### src/rtl/unary_add_seq.sv
`default_nettype none
// +----------------------------------------------------------------------------+
// | Module   : unary_add_seq                                                   |
// | Brief    : Serialises binary operands into unary streams for the adder,    |
// |            drains the unary result back to binary and captures the carry.  |
// | Revision : 1.0 - initial release                                           |
// +----------------------------------------------------------------------------+
module unary_add_seq #(
  parameter int WIDTH      = 4,
  parameter int SETTLE_CYC = 2   // must be at least 1
) (
  input  logic             clk,
  input  logic             rst,
  input  logic             in_valid,
  output logic             in_ready,
  input  logic [WIDTH-1:0] in_a,
  input  logic [WIDTH-1:0] in_b,
  output logic             add_en,
  output logic             add_rw,
  output logic             add_a,
  output logic             add_b,
  input  logic             add_dout,
  input  logic             add_c,
  output logic             res_valid,
  input  logic             res_ready,
  output logic [WIDTH-1:0] res_sum,
  output logic             res_carry
);

  localparam int SCW = (SETTLE_CYC > 1) ? $clog2(SETTLE_CYC) : 1;

  localparam logic [2:0] C_S_IDLE   = 3'd0;
  localparam logic [2:0] C_S_FEED   = 3'd1;
  localparam logic [2:0] C_S_SETTLE = 3'd2;
  localparam logic [2:0] C_S_DRAIN  = 3'd3;
  localparam logic [2:0] C_S_DONE   = 3'd4;

  localparam logic [WIDTH-1:0] C_ONE         = {{(WIDTH-1){1'b0}}, 1'b1};
  localparam logic [SCW-1:0]   C_SETTLE_ONE  = {{(SCW-1){1'b0}}, 1'b1};
  localparam logic [SCW-1:0]   C_SETTLE_LAST = SCW'(SETTLE_CYC - 1);
  localparam logic [WIDTH:0]   C_DRAIN_ONE   = {{WIDTH{1'b0}}, 1'b1};
  localparam logic [WIDTH:0]   C_DRAIN_LAST  = {1'b1, {WIDTH{1'b0}}};

  logic [2:0]       state_q, state_d;
  logic [WIDTH-1:0] a_cnt_q, a_cnt_d;
  logic [WIDTH-1:0] b_cnt_q, b_cnt_d;
  logic [SCW-1:0]   settle_cnt_q, settle_cnt_d;
  logic [WIDTH:0]   drain_cnt_q, drain_cnt_d;
  logic [WIDTH-1:0] sum_q, sum_d;
  logic             carry_q, carry_d;

  logic             add_en_q, add_en_d;
  logic             add_rw_q, add_rw_d;
  logic             add_a_q, add_a_d;
  logic             add_b_q, add_b_d;
  logic             res_valid_q, res_valid_d;
  logic [WIDTH-1:0] res_sum_q, res_sum_d;
  logic             res_carry_q, res_carry_d;

  always_ff @(posedge clk or posedge rst) begin
    if (rst) begin
      state_q      <= C_S_IDLE;
      a_cnt_q      <= '0;
      b_cnt_q      <= '0;
      settle_cnt_q <= '0;
      drain_cnt_q  <= '0;
      sum_q        <= '0;
      carry_q      <= 1'b0;
      add_en_q     <= 1'b0;
      add_rw_q     <= 1'b0;
      add_a_q      <= 1'b0;
      add_b_q      <= 1'b0;
      res_valid_q  <= 1'b0;
      res_sum_q    <= '0;
      res_carry_q  <= 1'b0;
    end else begin
      state_q      <= state_d;
      a_cnt_q      <= a_cnt_d;
      b_cnt_q      <= b_cnt_d;
      settle_cnt_q <= settle_cnt_d;
      drain_cnt_q  <= drain_cnt_d;
      sum_q        <= sum_d;
      carry_q      <= carry_d;
      add_en_q     <= add_en_d;
      add_rw_q     <= add_rw_d;
      add_a_q      <= add_a_d;
      add_b_q      <= add_b_d;
      res_valid_q  <= res_valid_d;
      res_sum_q    <= res_sum_d;
      res_carry_q  <= res_carry_d;
    end
  end

  always_comb begin
    state_d      = state_q;
    a_cnt_d      = a_cnt_q;
    b_cnt_d      = b_cnt_q;
    settle_cnt_d = settle_cnt_q;
    drain_cnt_d  = drain_cnt_q;
    sum_d        = sum_q;
    carry_d      = carry_q;
    unique case (state_q)
      C_S_IDLE: begin
        if (in_valid) begin
          a_cnt_d      = in_a;
          b_cnt_d      = in_b;
          sum_d        = '0;
          carry_d      = 1'b0;
          settle_cnt_d = '0;
          drain_cnt_d  = '0;
          state_d      = ((in_a != '0) || (in_b != '0)) ? C_S_FEED : C_S_SETTLE;
        end
      end
      C_S_FEED: begin
        carry_d = carry_q | add_c;
        if (a_cnt_q != '0) a_cnt_d = a_cnt_q - C_ONE;
        if (b_cnt_q != '0) b_cnt_d = b_cnt_q - C_ONE;
        // Leave once both streams will have emitted their final pulse.
        if ((a_cnt_q <= C_ONE) && (b_cnt_q <= C_ONE)) begin
          state_d      = C_S_SETTLE;
          settle_cnt_d = '0;
        end
      end
      C_S_SETTLE: begin
        carry_d = carry_q | add_c;
        if (settle_cnt_q == C_SETTLE_LAST) begin
          state_d     = C_S_DRAIN;
          drain_cnt_d = '0;
        end else begin
          settle_cnt_d = settle_cnt_q + C_SETTLE_ONE;
        end
      end
      C_S_DRAIN: begin
        carry_d = carry_q | add_c;
        sum_d   = sum_q + {{(WIDTH-1){1'b0}}, add_dout};
        if (drain_cnt_q == C_DRAIN_LAST) begin
          state_d = C_S_DONE;
        end else begin
          drain_cnt_d = drain_cnt_q + C_DRAIN_ONE;
        end
      end
      C_S_DONE: begin
        if (res_ready) state_d = C_S_IDLE;
      end
      default: state_d = C_S_IDLE;
    endcase
  end

  // Outputs are decoded from the next state so the registered values line up with state_q.
  always_comb begin
    add_en_d    = (state_d == C_S_FEED) || (state_d == C_S_SETTLE) || (state_d == C_S_DRAIN);
    add_rw_d    = (state_d == C_S_DRAIN);
    add_a_d     = (state_d == C_S_FEED) && (a_cnt_d != '0);
    add_b_d     = (state_d == C_S_FEED) && (b_cnt_d != '0);
    res_valid_d = (state_d == C_S_DONE);
    res_sum_d   = res_sum_q;
    res_carry_d = res_carry_q;
    if ((state_q == C_S_DRAIN) && (state_d == C_S_DONE)) begin
      res_sum_d   = sum_d;
      res_carry_d = carry_d;
    end
  end

  assign in_ready  = (state_q == C_S_IDLE);
  assign add_en    = add_en_q;
  assign add_rw    = add_rw_q;
  assign add_a     = add_a_q;
  assign add_b     = add_b_q;
  assign res_valid = res_valid_q;
  assign res_sum   = res_sum_q;
  assign res_carry = res_carry_q;

endmodule
`default_nettype wire

### config.mk
export PLATFORM = sky130hd
export DESIGN_NAME = unary_add_seq
export DESIGN_NICKNAME = d
export VERILOG_FILES = /design/src/rtl/unary_add_seq.sv
export SDC_FILE = /design/constraint.sdc
export NUM_CORES = 1
export LEC_CHECK = 0
export CORE_MARGIN = 3
export CORE_UTILIZATION = 55
export CTS_BUF_LIST = sky130_fd_sc_hd__clkbuf_16
export DETAILED_ROUTE_END_ITERATION = 12
export PLACE_DENSITY = 0.77
export SYNTH_ARGS = -nofsm -noshare
export SYNTH_HDL_FRONTEND = slang
export SYNTH_SLANG_ARGS = --single-unit
### constraint.sdc
create_clock -name clk -period 6.9 [get_ports clk]
set_clock_uncertainty 0.2 [all_clocks]
set_input_delay 0.69 -clock clk [delete_from_list [all_inputs] [get_ports clk]]
set_output_delay 0.69 -clock clk [all_outputs]
set_load 0.01 [all_outputs]
# Yosys cells after proc, flatten, opt, wreduce, memory -nomap -nowiden
# Index checks and enable logic that the tools add are counted.
word_totals:
  reg_bits: 32
  output_inout_bits: 11
  elab_cells: 79
classes:
  addsub: 5
  mux: 25
  n_eq_ne: 13
  bitwise_logic: 1
  n_lt_le_gt_ge: 2
  reduce_logical: 19
ops:
  columns: ["cell", "n"]
  rows:
  - ["$pmux W4 S2", 3]
  - ["$reduce_bool A4 Y1", 6]
  - ["$mux W4", 5]
  - ["$mux W3", 5]
  - ["$mux W5", 3]
  - ["$pmux W3 S5", 1]
  - ["$pmux W5 S3", 1]
  - ["$eq A3 B2 Y1 const B", 4]
  - ["$le A4 B1 Y1 const B", 2]
  - ["$ne A2 B2 Y1 const B", 4]
  - ["$sub A4 B1 Y4 const B", 2]
  - ["$eq A3 B1 Y1 const B", 2]
  - ["$eq A3 B3 Y1 const B", 2]
  - ["$reduce_bool A3 Y1", 2]
  - ["$add A5 B1 Y5 const B", 1]
  - ["$eq A5 B5 Y1 const B", 1]
  - ["$add A4 B1 Y4", 1]
  - ["$logic_and A1 B1 Y1", 4]
  - ["$mux W1", 4]
  - ["$reduce_and A4 Y1", 1]
  - ["$logic_not A3 Y1", 1]
  - ["$logic_or A1 B1 Y1", 3]
  - ["$pmux W1 S3", 1]
  - ["$reduce_and A3 Y1", 1]
  - ["5 further kinds", 5]

# Depth between registers and ports, before layout
depth:
  word_depth: 8
  mapped_depth: 6
  ltp_nobuf: 6

# Worst setup path after synthesis
# No wires, ideal clock.
synth_timing:
  path_kind: "register -> register"
  startpoint: "register a_cnt_q[0]"
  endpoint: "register add_a_q, in the netlist add_a"
  synth_period_minus_slack_ns: 2.266
  slack_ns: 4.634
  t_required_ns: 6.571
  stages_incl_launch_ff: 7
  path_buffers: 0
  arrival_ns: 1.936
  path_cell_list: "dfrtp_1 > inv_1 > ha_1 > or3b_1 > nor3b_1 > or3b_1 > o41a_1"
synth_lines:
  columns: ["element", "line", "source"]
  rows:
  - ["start, declared", "45", "logic [WIDTH-1:0] a_cnt_q, a_cnt_d;"]
  - ["start signal, assigned", "78", "a_cnt_q <= a_cnt_d;"]
  - ["$sub A4 B1 Y4 / $reduce_bool A4 Y1 (equally long branches)", "116", "if (a_cnt_q != '0) a_cnt_d = a_cnt_q - C_ONE;"]
  - ["$mux W4 *", "116", null]
  - ["$pmux W4 S2 *", "102", "unique case (state_q)"]
  - ["via a_cnt_d[1]", "45", null]
  - ["$reduce_bool A4 Y1 *", "153", "add_a_d = (state_d == C_S_FEED) && (a_cnt_d != '0);"]
  - ["$logic_and A1 B1 Y1 *", "153", null]
  - ["via add_a_d", "54", "logic add_a_q, add_a_d;"]
  - ["end signal, assigned", "71", "add_a_q <= 1'b0;"]
  - ["end signal, assigned", "86", "add_a_q <= add_a_d;"]
  - ["end, declared", "54", null]
# The timed path passes the listed nets; every way through them passes the cells marked *.
# A chain may end at the register's enable or synchronous reset.

# Worst setup path in the final report
layout_timing:
  startpoint: "input in_valid"
  endpoint: "register add_b_q, in the netlist add_b"
layout_between:
  elab_chain_len: 4
layout_rtl:
  columns: ["element", "line", "source"]
  rows:
  - ["start, declared", "14", "input logic in_valid,"]
  - ["$mux W4", "104", "if (in_valid) begin"]
  - ["$pmux W4 S2", "102", null]
  - ["via b_cnt_d[0]", "46", "logic [WIDTH-1:0] b_cnt_q, b_cnt_d;"]
  - ["$reduce_bool A4 Y1", "154", "add_b_d = (state_d == C_S_FEED) && (b_cnt_d != '0);"]
  - ["$logic_and A1 B1 Y1", "154", null]
  - ["via add_b_d", "55", "logic add_b_q, add_b_d;"]
  - ["end signal, assigned", "72", "add_b_q <= 1'b0;"]
  - ["end signal, assigned", "87", "add_b_q <= add_b_d;"]
  - ["end, declared", "55", null]
# The timed path passes the listed nets, and every way through them passes these cells.

==> summary.txt <==
Run status
  – Status: finished clean

Routing
  – Met3 wire length: 204 um
  – Starting DRT DRC Count: 96
  – WL final: 4.06 mm
  – Met2 wire length: 2.01 mm
  – Via count: 1478
  – Detailed-route wire length per cell: 16.5 um
  – Vias/cell: 6.01
  – DRT met1 WL: 1.79 mm
  – Residual DRC: 0
  – Top sig layer: met4
  – Pre-antenna DRT Iters: 5
  – Antenna viol nets, final: 0

Yosys
  – Warnings, synthesis: 0
  – Syn Area/Cell: 10.3 um2
  – Distinct cells, synth: 52
  – Yosys reg bits: 32
  – Post-synth EDFFs: 0
  – Cell taking the most area after synthesis: dfrtp_1
  – Main synth FF type: dfrtp_1
  – Mapped Nets: 201
  – Async SR Flop Fraction: 100%
  – Mapped Area: 1820 um2
  – Post-synthesis sequential area ratio: 44.0%
  – Area contributors post-synth: dfrtp_1 (44%), ha_1 (6.9%), inv_1 (3.3%)
  – Cells after Synth: 177
  – Share of the synthesized area in the top cell type: 44.0%

Clock network
  – Postcts setup bufs: 0
  – Clock sink total: 32
  – Clock Latency Late Sink: 0.27 ns
  – CTS max path bufs: 2
  – Hold buffers post-CTS: 0
  – CTS Buf Count: 5
  – H-tree Lvls: 2
  – Post-cts sizing count: 0
  – Clock transition at the registers of the reported paths: 0.05 ns
  – Root buffer cell: clkbuf_16
  – Clock tree from TritonCTS: done

GRT
  – First-pass GRT wire length: 7.02 mm
  – Vias in the first global route: 1553
  – Total GRT Usage: 22.0%
  – Antenna violations before repair: 0
  – Pin count of the biggest net entering global routing: 28
  – Total grt overflow: 0

STA
  – Fin crit period: 2.78 ns
  – Max Slew Vio Count: 0
  – WHS: 0.303 ns
  – Final TNS setup: 0 ns
  – Final worst path period share: 40.4%
  – Unrepaired setup endpoints after global routing: false
  – Worst slew pin tran: 0.690 ns
  – Final hold viol count: 0
  – Fmax: 0.359 GHz
  – # setup viols final: 0
  – Rel. slew slack: 54.0%

Pwr
  – Power per cell area: 449 nW/um2
  – Worst VDD drop: 0.000249 V
  – Power after layout: 1.01 mW
  – P_leak: 0.985 nW

Layout
  – Layout cells sized above 1: 8.42%
  – Fill count: 253
  – Ant. Diodes: 0
  – Area grow syn2layout: 23.2%
  – Design area: 2240 um2
  – Nets: 225

Worst hold path
  – HP Class: flop to flop
  – Worst Hold Path Cells: 1

Worst setup path
  – Critical path startpoint category: primary input
  – WS Path Type: primary input to flop
  – WP data required: 6.85 ns
  – Worst Path Arrival: 2.73 ns
  – Critical-path maximum fanout: 12
  – Crit end category: flop
  – R2R cell count: 4

Floorplanning
  – Die width: 63.5 um
  – Core ar.: 3100 um2
  – # rows: 20
  – Io pins: 25
  – Die height: 63.5 um
  – Area of the die: 4030 um2
  – Initial Utilization: 58.6%

Placed design
  – Routability cong.: 0.901
  – Port bufs: 24
  – Dpl hpwl: 3.03 mm
  – Placed inst area: 2080 um2

Flow run
  – Total of max-cap violations: 0
worst paths after layout:
path,start,endpoint,slack (ns)
max,in_valid,add_b$_DFF_PP0_,4.12
min,res_sum[0]$_DFFE_PP0P_,res_sum[0]$_DFFE_PP0P_,0.30
max in group asynchronous,rst,add_b$_DFF_PP0_,5.46
max reg2reg,state_q[0]$_DFF_PP0_,add_b$_DFF_PP0_,4.33
min reg2reg,res_sum[0]$_DFFE_PP0P_,res_sum[0]$_DFFE_PP0P_,0.30
min in group asynchronous,rst,a_cnt_q[3]$_DFF_PP0_,0.44
final cells by class:
type	count	area, um2	share of cell area [%]
clock buffer	5	125	5.58
clock inverter	3	37.5	1.67
inverter	16	60.1	2.68
multi-input combinational	121	916	40.8
sequential	32	801	35.7
tap	44	55.1	2.46
timing repair buffer	25	248	11.0
worst max-delay path, cell delays in order:
cell,delay [ns]
clkdlybuf4s50_1,0.69
or4b_4,0.54
o21a_1,0.14
a221o_1,0.31
o41a_1,0.36
cells in the final DEF, fill, tap and decap left out, types with 2 or more instances in the layout:
cell	count
clkinv_1	2
o41a_1	2
a221o_1	4
dfrtp_1	32
o22ai_1	3
or3b_1	4
o41ai_1	2
mux2i_1	5
a21oi_1	4
nand3_1	5
mux2_2	5
nor3_1	5
or3_1	3
clkbuf_16	5
or2_2	2
o211ai_1	2
a22o_1	3
a311oi_1	2
nor2_1	8
inv_1	16
o21ai_0	9
nor3b_1	3
ha_1	10
xnor2_1	3
clkdlybuf4s50_1	24
nand2_1	10
nor4_1	3
per-stage QoR:
step / worst slack (ns) / util [%] / std cells
after floorplan: 4.63 / - / 177
after global placement: 3.88 / 67.0 / 238
after detailed placement: 3.84 / 67.0 / 238
after CTS: 4.12 / 72.3 / 246
after global routing: 4.00 / 72.3 / 246
final: 4.12 / 72.3 / 246
cell families (layout without fill, tap and decap cells):
group	count (synthesis)	count (layout)	synth area share (%)
compound gates	42	42	17.4
flops	32	32	44.0
xor+xnor	3	3	1.44
fa+ha+maj	10	10	6.88
mux	10	10	5.85
simple gates	56	56	18.8
buf+inv	24	49	5.64
where the power goes:
part	switching (mW)	internal (mW)
Clock	0.0733	0.167
Sequential	0.0889	0.266
Combinational	0.208	0.203
flip-flops by register name (all words and copies together), names as in the netlist, 3 cells and up:
name	count
a_cnt_q	4
sum_q	4
drain_cnt_q	5
b_cnt_q	4
res_sum	4
state_q	3
cell usage after synthesis (2+ instances only):
library cell / instances
nor3_1: 5
a311oi_1: 2
o41a_1: 2
clkbuf_1: 2
nor4_1: 3
o41ai_1: 2
mux2i_1: 5
nor2_1: 8
nor3b_1: 3
o211ai_1: 2
mux2_2: 5
dfrtp_1: 32
or3b_1: 4
buf_2: 4
or3_1: 3
nand3_1: 5
or2_2: 2
a221o_1: 4
o22ai_1: 3
ha_1: 10
a21oi_1: 4
o21ai_0: 9
a22o_1: 3
inv_1: 16
nand2_1: 10
xnor2_1: 3
routing by layer:
layer | GRT usage (%) | up-vias
li1 | - | 707
met4 | 5.93 | 0
met2 | 36.5 | 45
met5 | 0 | -
met3 | 5.88 | 10
met1 | 28.3 | 716
Power figures use the tool's default switching activity.
